## config.mk

```make
export PLATFORM = sky130hd
export DESIGN_NAME = regfile_wb_queue_flat
export DESIGN_NICKNAME = d
export VERILOG_FILES = /design/src/rtl/regfile_wb_queue_if.sv /design/src/rtl/regfile_wb_queue.sv /design/src/flat_wrapper.sv
export SDC_FILE = /design/constraint.sdc
export NUM_CORES = 1
export LEC_CHECK = 0
export ABC_AREA = 1
export CAP_MARGIN = 0
export CORE_ASPECT_RATIO = 0.5
export CORE_MARGIN = 2
export CORE_UTILIZATION = 45
export DETAILED_ROUTE_END_ITERATION = 8
export MAX_ROUTING_LAYER = met4
export PLACE_DENSITY = 0.68
export SYNTH_ARGS = -nofsm -noshare
export SYNTH_HDL_FRONTEND = slang
export SYNTH_SLANG_ARGS = --single-unit
```

## constraint.sdc

```tcl
create_clock -name clk -period 5.36 [get_ports clk]
set_input_delay 1.072 -clock clk [delete_from_list [all_inputs] [get_ports clk]]
set_output_delay 1.072 -clock clk [all_outputs]
set_load 0.005 [all_outputs]
```

## src/rtl/regfile_wb_queue_if.sv

```systemverilog
// Write-back queue bus: two producer request channels, the register file
// write port, two forwarding lookups and queue status.
interface regfile_wb_queue_if #(
    parameter int DATA_W = 34,
    parameter int ADDR_W = 5,
    parameter int DEPTH  = 4
);
    localparam int CNT_W = $clog2(DEPTH) + 1;

    // Source A (ALU result path)
    logic              a_valid_i;
    logic [ADDR_W-1:0] a_addr_i;
    logic [DATA_W-1:0] a_data_i;
    logic              a_ready_o;

    // Source B (load / multi-cycle path)
    logic              b_valid_i;
    logic [ADDR_W-1:0] b_addr_i;
    logic [DATA_W-1:0] b_data_i;
    logic              b_ready_o;

    // Register file write port
    logic [ADDR_W-1:0] rf_addr3_o;
    logic [DATA_W-1:0] rf_data3_o;
    logic              rf_we3_o;

    // Forwarding lookups
    logic [ADDR_W-1:0] lk_addr1_i;
    logic [ADDR_W-1:0] lk_addr2_i;
    logic              lk_hit1_o;
    logic [DATA_W-1:0] lk_data1_o;
    logic              lk_hit2_o;
    logic [DATA_W-1:0] lk_data2_o;

    // Status
    logic [CNT_W-1:0]  count_o;
    logic              full_o;
    logic              empty_o;

    // Queue side
    modport slave (
        input  a_valid_i, a_addr_i, a_data_i,
        output a_ready_o,
        input  b_valid_i, b_addr_i, b_data_i,
        output b_ready_o,
        output rf_addr3_o, rf_data3_o, rf_we3_o,
        input  lk_addr1_i, lk_addr2_i,
        output lk_hit1_o, lk_data1_o, lk_hit2_o, lk_data2_o,
        output count_o, full_o, empty_o
    );

    // Producer / consumer side
    modport master (
        output a_valid_i, a_addr_i, a_data_i,
        input  a_ready_o,
        output b_valid_i, b_addr_i, b_data_i,
        input  b_ready_o,
        input  rf_addr3_o, rf_data3_o, rf_we3_o,
        output lk_addr1_i, lk_addr2_i,
        input  lk_hit1_o, lk_data1_o, lk_hit2_o, lk_data2_o,
        input  count_o, full_o, empty_o
    );
endinterface

```

## src/rtl/regfile_wb_queue.sv

```systemverilog
// Register file write-back queue: accepts up to two write requests per cycle
// (A older than B), drains one per cycle to the register file write port in
// order, and forwards the youngest queued value for two lookup addresses.
module regfile_wb_queue #(
    parameter int DATA_W = 34,
    parameter int ADDR_W = 5,
    parameter int DEPTH  = 4
) (
    input  logic clk,
    input  logic rst_n,
    regfile_wb_queue_if.slave bus
);
    localparam int PTR_W = $clog2(DEPTH);
    localparam int CNT_W = PTR_W + 1;
    localparam logic [CNT_W-1:0] CNT_FULL     = CNT_W'(DEPTH);
    localparam logic [CNT_W-1:0] CNT_ONE_LEFT = CNT_W'(DEPTH - 1);
    localparam logic [CNT_W-1:0] CNT_TWO_LEFT = CNT_W'(DEPTH - 2);

    // Entry storage; no reset needed, validity comes from pointers and count
    logic [DATA_W-1:0] data_mem [DEPTH];
    logic [ADDR_W-1:0] addr_mem [DEPTH];

    logic [PTR_W-1:0] rd_ptr_reg, rd_ptr_next;
    logic [PTR_W-1:0] wr_ptr_reg, wr_ptr_next;
    logic [CNT_W-1:0] count_reg, count_next;

    logic             a_ready, b_ready;
    logic             enq_a, enq_b, deq;
    logic [PTR_W-1:0] wr_ptr_b;

    logic [DEPTH-1:0] slot_valid;
    logic [DEPTH-1:0] hit1_vec, hit2_vec;

    // Acceptance looks only at the occupancy at the start of the cycle;
    // the same-cycle pop never makes room for an incoming request.
    assign a_ready = (count_reg <= CNT_ONE_LEFT);
    assign b_ready = (count_reg <= CNT_TWO_LEFT) ||
                     ((count_reg == CNT_ONE_LEFT) && !bus.a_valid_i);
    assign enq_a   = bus.a_valid_i && a_ready;
    assign enq_b   = bus.b_valid_i && b_ready;
    assign deq     = (count_reg != '0);

    // B lands behind A when both are accepted together
    assign wr_ptr_b = wr_ptr_reg + PTR_W'(enq_a);

    // Pointer and occupancy next-state
    always_comb begin
        count_next  = count_reg + CNT_W'(enq_a) + CNT_W'(enq_b) - CNT_W'(deq);
        rd_ptr_next = rd_ptr_reg + PTR_W'(deq);
        wr_ptr_next = wr_ptr_b + PTR_W'(enq_b);
    end

    // Queue control state, cleared asynchronously so pending entries vanish
    always_ff @(posedge clk or negedge rst_n) begin
        if (!rst_n) begin
            rd_ptr_reg <= '0;
            wr_ptr_reg <= '0;
            count_reg  <= '0;
        end else begin
            rd_ptr_reg <= rd_ptr_next;
            wr_ptr_reg <= wr_ptr_next;
            count_reg  <= count_next;
        end
    end

    // Entry write: A and B go to consecutive slots
    always_ff @(posedge clk) begin
        if (enq_a) begin
            addr_mem[wr_ptr_reg] <= bus.a_addr_i;
            data_mem[wr_ptr_reg] <= bus.a_data_i;
        end
        if (enq_b) begin
            addr_mem[wr_ptr_b] <= bus.b_addr_i;
            data_mem[wr_ptr_b] <= bus.b_data_i;
        end
    end

    // Per-slot validity (age below occupancy) and lookup address matches
    generate
        for (genvar gi = 0; gi < DEPTH; gi++) begin : g_slot
            logic [PTR_W-1:0] age;
            assign age            = PTR_W'(gi) - rd_ptr_reg;
            assign slot_valid[gi] = ({1'b0, age} < count_reg);
            assign hit1_vec[gi]   = slot_valid[gi] && (addr_mem[gi] == bus.lk_addr1_i);
            assign hit2_vec[gi]   = slot_valid[gi] && (addr_mem[gi] == bus.lk_addr2_i);
        end
    endgenerate

    // Forwarding: walk oldest to youngest so the youngest match wins
    always_comb begin
        logic [PTR_W-1:0] idx;
        idx            = rd_ptr_reg;
        bus.lk_hit1_o  = 1'b0;
        bus.lk_data1_o = '0;
        bus.lk_hit2_o  = 1'b0;
        bus.lk_data2_o = '0;
        for (int k = 0; k < DEPTH; k++) begin
            idx = rd_ptr_reg + PTR_W'(k);
            if (hit1_vec[idx]) begin
                bus.lk_hit1_o  = 1'b1;
                bus.lk_data1_o = data_mem[idx];
            end
            if (hit2_vec[idx]) begin
                bus.lk_hit2_o  = 1'b1;
                bus.lk_data2_o = data_mem[idx];
            end
        end
    end

    // Write port presents the head whenever the queue holds anything
    assign bus.rf_we3_o   = deq;
    assign bus.rf_addr3_o = deq ? addr_mem[rd_ptr_reg] : '0;
    assign bus.rf_data3_o = deq ? data_mem[rd_ptr_reg] : '0;

    assign bus.a_ready_o = a_ready;
    assign bus.b_ready_o = b_ready;
    assign bus.count_o   = count_reg;
    assign bus.full_o    = (count_reg == CNT_FULL);
    assign bus.empty_o   = (count_reg == '0);
endmodule

```

## src/flat_wrapper.sv

```systemverilog
// flat-port wrapper written by rule: the top's interface ports become plain ports
module regfile_wb_queue_flat 
#(
    parameter int DATA_W = 34,
    parameter int ADDR_W = 5,
    parameter int DEPTH  = 4
)
  (clk, rst_n, bus_a_valid_i, bus_a_addr_i, bus_a_data_i, bus_a_ready_o, bus_b_valid_i, bus_b_addr_i, bus_b_data_i, bus_b_ready_o, bus_rf_addr3_o, bus_rf_data3_o, bus_rf_we3_o, bus_lk_addr1_i, bus_lk_addr2_i, bus_lk_hit1_o, bus_lk_data1_o, bus_lk_hit2_o, bus_lk_data2_o, bus_count_o, bus_full_o, bus_empty_o);
  regfile_wb_queue_if #(.DATA_W(DATA_W), .ADDR_W(ADDR_W), .DEPTH(DEPTH)) bus_i ();
  input  logic clk;
  input  logic rst_n;
  input wire logic [$bits(bus_i.a_valid_i)-1:0] bus_a_valid_i;
  input wire logic [$bits(bus_i.a_addr_i)-1:0] bus_a_addr_i;
  input wire logic [$bits(bus_i.a_data_i)-1:0] bus_a_data_i;
  output wire logic [$bits(bus_i.a_ready_o)-1:0] bus_a_ready_o;
  input wire logic [$bits(bus_i.b_valid_i)-1:0] bus_b_valid_i;
  input wire logic [$bits(bus_i.b_addr_i)-1:0] bus_b_addr_i;
  input wire logic [$bits(bus_i.b_data_i)-1:0] bus_b_data_i;
  output wire logic [$bits(bus_i.b_ready_o)-1:0] bus_b_ready_o;
  output wire logic [$bits(bus_i.rf_addr3_o)-1:0] bus_rf_addr3_o;
  output wire logic [$bits(bus_i.rf_data3_o)-1:0] bus_rf_data3_o;
  output wire logic [$bits(bus_i.rf_we3_o)-1:0] bus_rf_we3_o;
  input wire logic [$bits(bus_i.lk_addr1_i)-1:0] bus_lk_addr1_i;
  input wire logic [$bits(bus_i.lk_addr2_i)-1:0] bus_lk_addr2_i;
  output wire logic [$bits(bus_i.lk_hit1_o)-1:0] bus_lk_hit1_o;
  output wire logic [$bits(bus_i.lk_data1_o)-1:0] bus_lk_data1_o;
  output wire logic [$bits(bus_i.lk_hit2_o)-1:0] bus_lk_hit2_o;
  output wire logic [$bits(bus_i.lk_data2_o)-1:0] bus_lk_data2_o;
  output wire logic [$bits(bus_i.count_o)-1:0] bus_count_o;
  output wire logic [$bits(bus_i.full_o)-1:0] bus_full_o;
  output wire logic [$bits(bus_i.empty_o)-1:0] bus_empty_o;
  assign bus_i.a_valid_i = bus_a_valid_i;
  assign bus_i.a_addr_i = bus_a_addr_i;
  assign bus_i.a_data_i = bus_a_data_i;
  assign bus_a_ready_o = bus_i.a_ready_o;
  assign bus_i.b_valid_i = bus_b_valid_i;
  assign bus_i.b_addr_i = bus_b_addr_i;
  assign bus_i.b_data_i = bus_b_data_i;
  assign bus_b_ready_o = bus_i.b_ready_o;
  assign bus_rf_addr3_o = bus_i.rf_addr3_o;
  assign bus_rf_data3_o = bus_i.rf_data3_o;
  assign bus_rf_we3_o = bus_i.rf_we3_o;
  assign bus_i.lk_addr1_i = bus_lk_addr1_i;
  assign bus_i.lk_addr2_i = bus_lk_addr2_i;
  assign bus_lk_hit1_o = bus_i.lk_hit1_o;
  assign bus_lk_data1_o = bus_i.lk_data1_o;
  assign bus_lk_hit2_o = bus_i.lk_hit2_o;
  assign bus_lk_data2_o = bus_i.lk_data2_o;
  assign bus_count_o = bus_i.count_o;
  assign bus_full_o = bus_i.full_o;
  assign bus_empty_o = bus_i.empty_o;
  regfile_wb_queue #(.DATA_W(DATA_W), .ADDR_W(ADDR_W), .DEPTH(DEPTH)) u_core (.clk(clk), .rst_n(rst_n), .bus(bus_i));
endmodule
```

Yosys cells after proc, flatten, opt, wreduce, memory -nomap -nowiden
Memory sizes are Yosys's and may differ from the RTL's.
Cells that the tools add are included.
Widths: inputs -> output; s select.
{"block": "word_totals", "ff_bits": 7, "latch_bits": 0, "memories": 2, "word_cells": 91, "ram_bits": 156, "mem_bits_ro": 0, "inputBits": 92, "output_inout_bits": 117}
{"name": "u_core.data_mem", "depth": 4, "width": 34, "rd": 4, "rd_ports_with_merged_regs": 0, "wr": 2, "line_no": "regfile_wb_queue.sv:20", "source": "logic [DATA_W-1:0] data_mem [DEPTH];"}
{"name": "u_core.addr_mem", "depth": 4, "width": 5, "rd": 5, "rd_ports_with_merged_regs": 0, "wr": 2, "line_no": "regfile_wb_queue.sv:21", "source": "logic [ADDR_W-1:0] addr_mem [DEPTH];"}
{"block": "classes", "reduce_logical": 15, "multipliers": 0, "n_eq_ne": 10, "muxes": 38, "n_bitwise": 0, "magnitude_cmp": 10, "n_div": 0, "add_sub_neg": 13, "shifts": 0}
{"op": "$mux 34", "count": 9}
{"op": "$eq 5x5->1", "count": 8}
{"op": "$mux 1", "count": 20}
{"op": "$bmux 1 s2", "count": 8}
{"op": "$lt 2x3->1", "count": 4}
{"op": "$lt 2x3->1 const B", "count": 4}
{"op": "$logic_and 1x1->1", "count": 11}
{"op": "$add 2x1->2", "count": 3}
{"op": "$add 3x1->3", "count": 2}
{"op": "$le 3x2->1 const B", "count": 2}
{"op": "$mux 5", "count": 1}
{"op": "$add 2x2->2 const B", "count": 2}
{"op": "$sub 1x2->2 const A", "count": 2}
{"op": "$sub 2x2->2 const A", "count": 2}
{"op": "$eq 3x2->1 const B", "count": 1}
{"op": "$eq 3x3->1 const B", "count": 1}
{"op": "$logic_not 3->1", "count": 1}
{"op": "$reduce_bool 3->1", "count": 1}
{"op": "$sub 3x1->3", "count": 1}
{"op": "$add 2x1->2 const B", "count": 1}
{"op": "$logic_not 1->1", "count": 1}
{"op": "$logic_or 1x1->1", "count": 1}

Logic depth before layout (Yosys ltp)
{"block": "logic_depth", "ltp_word": 9, "mapped_depth": 23, "depth_no_buf": 19}

Worst setup path after synthesis
Ideal clock, no wire load.
{"block": "synth_timing", "path_type": "input -> register", "start": "input port bus_a_valid_i", "end": "memory u_core.addr_mem[2][0] (enable)", "required_ps": 4871, "setup_ps": 489, "arrival_time_ps": 4204, "path_buffers": 0, "slack_ps": 666, "path_stages": 3, "path_cell_list": "nand2_1 -> or2_2 -> o21ai_0"}
{"element": "from (decl)", "line_no": "flat_wrapper.sv:12", "source": "input wire logic [$bits(bus_i.a_valid_i)-1:0] bus_a_valid_i;"}
{"element": "to (decl)", "line_no": "regfile_wb_queue.sv:21"}

Final worst setup path
{"block": "layout_timing", "start": "input port bus_lk_addr1_i[1]", "end": "output port bus_lk_data1_o[4]"}
{"block": "layout_via", "elab_chain_len": 8, "elab_cells_between_ends": 20, "classes_between": "4 x eq/ne; 12 x mux; 4 x reduce/logical"}
{"element": "from (decl)", "line_no": "flat_wrapper.sv:23", "source": "input wire logic [$bits(bus_i.lk_addr1_i)-1:0] bus_lk_addr1_i;"}
{"element": "$eq 5x5->1", "line_no": "regfile_wb_queue.sv:84", "source": "assign hit1_vec[gi] = slot_valid[gi] && (addr_mem[gi] == bus.lk_addr1_i);"}
{"element": "$logic_and 1x1->1", "line_no": "regfile_wb_queue.sv:84"}
{"element": "$bmux 1 s2", "line_no": "regfile_wb_queue.sv:99", "source": "if (hit1_vec[idx]) begin"}
{"element": "$mux 1 (implied by the code)", "line_no": "regfile_wb_queue.sv:99"}
{"element": "$mux 34 (3 in series)", "line_no": "regfile_wb_queue.sv:99"}
{"element": "$mux 34 *", "line_no": "regfile_wb_queue.sv:99"}
{"element": "to (decl)", "line_no": "flat_wrapper.sv:26", "source": "output wire logic [$bits(bus_i.lk_data1_o)-1:0] bus_lk_data1_o;"}
Mark *: on every way between the ends. The rest lies on a longest branch, timed or not. The select of a mux whose other input is x is not followed.

==> flow_summary_export.csv <==
group,metric,value,unit
sta,max_slew_margin,0.177,
status,outcome,"complete, no violations",
floorplanning,ios,209,
floorplanning,die_area,0.0337,mm2
grt,grt_max_degree,213,
detailed_routing,detail_route.wl_per_cell,20.4,um
logic_synthesis,synth_area_per_cell,6.53,um2
floorplanning,initial_core_util,0.457,
detailed_routing,viasPerCell,5.47,
logic_synthesis,yosys_warnings,0,
sta,period_needed,5060,ps
logic_synthesis,synth_top_area_frac,0.324,
placement,place_congestion,0.994,
logic_synthesis,synth_most_common_cell,"nand2_1",
sta,setup_tns,0,ps
worst_setup_path,arrival,3990,ps
logic_synthesis,ys_ff_latch,163,
logic_synthesis,synth_edf_count,156,
sta,period_share,0.944,
grt,grt_usage,0.344,
clock_network,clk_latency,440,ps
final_layout,fillers,3122,
worst_setup_path,r2r-end,"u_core.data_mem[0][8]",
placement,dpl.hpwl,42.3,mm
final_layout,syn2layout_area_growth,21.0,%
logic_synthesis,ys.flop_type,"edfxtp_1",
worst_setup_path,critPathLaunchType,"input port",
run,drv_cap,0,
sta,timing.final.hold_violations,0,
detailed_routing,drtIter0Drc,1875,
logic_synthesis,synth_top_area_cell,"edfxtp_1",
floorplanning,fp.dieW,258,um
worst_setup_path,r2r_cells,10,
worst_setup_path,r2r_slack,1880,ps
final_layout,largest_reg_flops,136,
min_path,hold_path.class,"register to register",
placement,portBuffers,208,
logic_synthesis,syn-instance-count,2217,
final_layout,drive_above_1_share,0.0558,
detailed_routing,remaining_drc_errors,0,
logic_synthesis,synthDistinctLibCells,40,
sta,drv_slew,0,
clock_network,cts_hold_buf,0,
grt,grt_pass1_vias,13100,
grt,grt_antenna_before_repair,1,
clock_network,htreeDepth,4,
worst_setup_path,endpoint_kind,"output pin",
min_path,holdPathEnd,"u_core.rd_ptr_reg[1]",
worst_setup_path,crit_required,4290,ps
clock_network,cts_sinks,163,
sta,skew,10.1,ps
detailed_routing,totalWireLength,57.1,mm
final_layout,regMostFlops,"u_core.data_mem",
clock_network,clk_transition_reported_paths,70,ps
detailed_routing,drtPass1Iterations,6,
floorplanning,die_y,131,um
worst_setup_path,cp_max_fo,8,
min_path,min_from,"u_core.rd_ptr_reg[1]",
floorplanning,num_rows,46,
detailed_routing,ant_nets,0,
logic_synthesis,synth_area,0.0145,mm2
sta,worst_pin_slew,1220,ps
logic_synthesis,async_reset_ff_frac,0.0429,
logic_synthesis,synth-seq-area-share,0.336,
logic_synthesis,synth_nets,2321,
clock_network,cts_buffer_depth,2,
sta,rsz0062_at_grt,"false",
worst_setup_path,critical_path_class,"input port to output pin",
grt,overflow,0,
clock_network,numCtsBuffers,17,
sta,max_freq,198,MHz
grt,grt_pass1_wl,82.3,mm
detailed_routing,vias,15300,
logic_synthesis,yosys-top-cells-count,"nand2_1 (759), o21ai_0 (316), inv_1 (242), nand3_1 (182), edfxtp_1 (156)",
min_path,holdPathStages,1,
clock_network,clockRootBuffer,"clkbuf_16",
final_layout,layout.nets,2455,
floorplanning,core,0.0317,mm2
clock_network,cts_tree,"yes",
worst_setup_path,r2r_start,"u_core.bus.count_o[2]",
sta,setup_viol,0,
logic_synthesis,synth_area_leaders,"edfxtp_1 (32%), nand2_1 (20%), o21ai_0 (11%), nand3_1 (6.3%), inv_1 (6.3%)",
==> what timing repair did <==
action	CTS	global route
buffers inserted	0	0
gates resized for setup	0	4
endpoints found under the setup margin	0	33
==> worst max-delay path, stage by stage <==
cell and delay, ps:
clkdlybuf4s50_1 570, inv_1 100, nand2_1 60, nand4_1 90
nor2_1 180, nand3_1 180, nand3_2 230, and2_1 400
buf_4 240, nand3_1 80, nand2_1 70, nand2_1 40
nand2_1 140, clkdlybuf4s50_1 530
==> metal layers <==
layer  track usage  share of wire  vias to the layer above
met5             -              0                        -
met4        0.0537          0.010                        0
met3         0.146           0.16                       40
met2         0.446           0.38                      821
met1         0.495           0.45                     6996
li1              -              -                     7433
==> placed cells by master, fill, tap and decap left out, drive strengths merged, types with 9 or more instances in the layout <==
cell type and count:
clkinv 26, nand3 192, nand3b 10, o21bai 15
buf 56, mux2i 67, nor2 107, inv 261
xor2 9, o21a 10, a21oi 40, clkbuf 17
ha 10, clkdlybuf4s50 208, o21ai 358, xnor2 21
nand2 765, edfxtp 156
==> worst max path at each step <==
| stage | depth (start not counted) | endpoint | startpoint |
|---|---|---|---|
| after CTS | 15 | bus_lk_data1_o[0] | u_core.rd_ptr_reg[1] |
| after global placement | 13 | bus_lk_data2_o[0] | bus_lk_addr2_i[0] |
| after global routing | 15 | bus_lk_data1_o[11] | u_core.rd_ptr_reg[0] |
| after detailed placement | 15 | bus_lk_data1_o[11] | bus_lk_addr1_i[1] |
| final | 14 | bus_lk_data1_o[4] | bus_lk_addr1_i[1] |
| after floorplan | 3 | u_core.addr_mem[2][0] | bus_a_valid_i |
==> cell type report <==
class	count	area (um2)	share of cell area
clock buffers	17	425	0.0243
flip-flops and latches	163	4860	0.278
repair buffers	264	2540	0.145
multi-input cells	1629	7890	0.451
well taps	432	541	0.0309
clock inverters	15	191	0.0109
diodes	1	2.50	0.000143
inverters	276	1040	0.0597
==> per-stage QoR <==
stage | util | cell area, um2 | worst slack, ps | hold WS (ps) | cells
global route | 0.553 | 17500 | 23.9 | 686 | 2797
floorplan | - | 14500 | 666 | 488 | 2217
CTS | 0.553 | 17500 | 216 | 787 | 2796
finish | 0.553 | 17500 | 301 | 682 | 2797
detailed placement | 0.533 | 16900 | 397 | 769 | 2764
global placement | 0.533 | 16900 | 367 | 748 | 2764
==> kinds of logic (layout without fill, tap and decap cells) <==
| kind of cell | Yosys count | in the layout | synth area share |
|---|---|---|---|
| other | 0 | 1 | 0 |
| and+or+nand+nor | 1085 | 1085 | 0.308 |
| DFF | 163 | 163 | 0.336 |
| buffers and inverters | 425 | 572 | 0.124 |
| xor gates and xnor gates | 30 | 30 | 0.0182 |
| adders and majority gates | 12 | 12 | 0.0114 |
| muxes | 67 | 67 | 0.0463 |
| AOI/OAI and AO/OA | 435 | 435 | 0.157 |
Power is not shown: default switching activity piles up to over one toggle a cycle in this logic, so the estimate is an artifact.
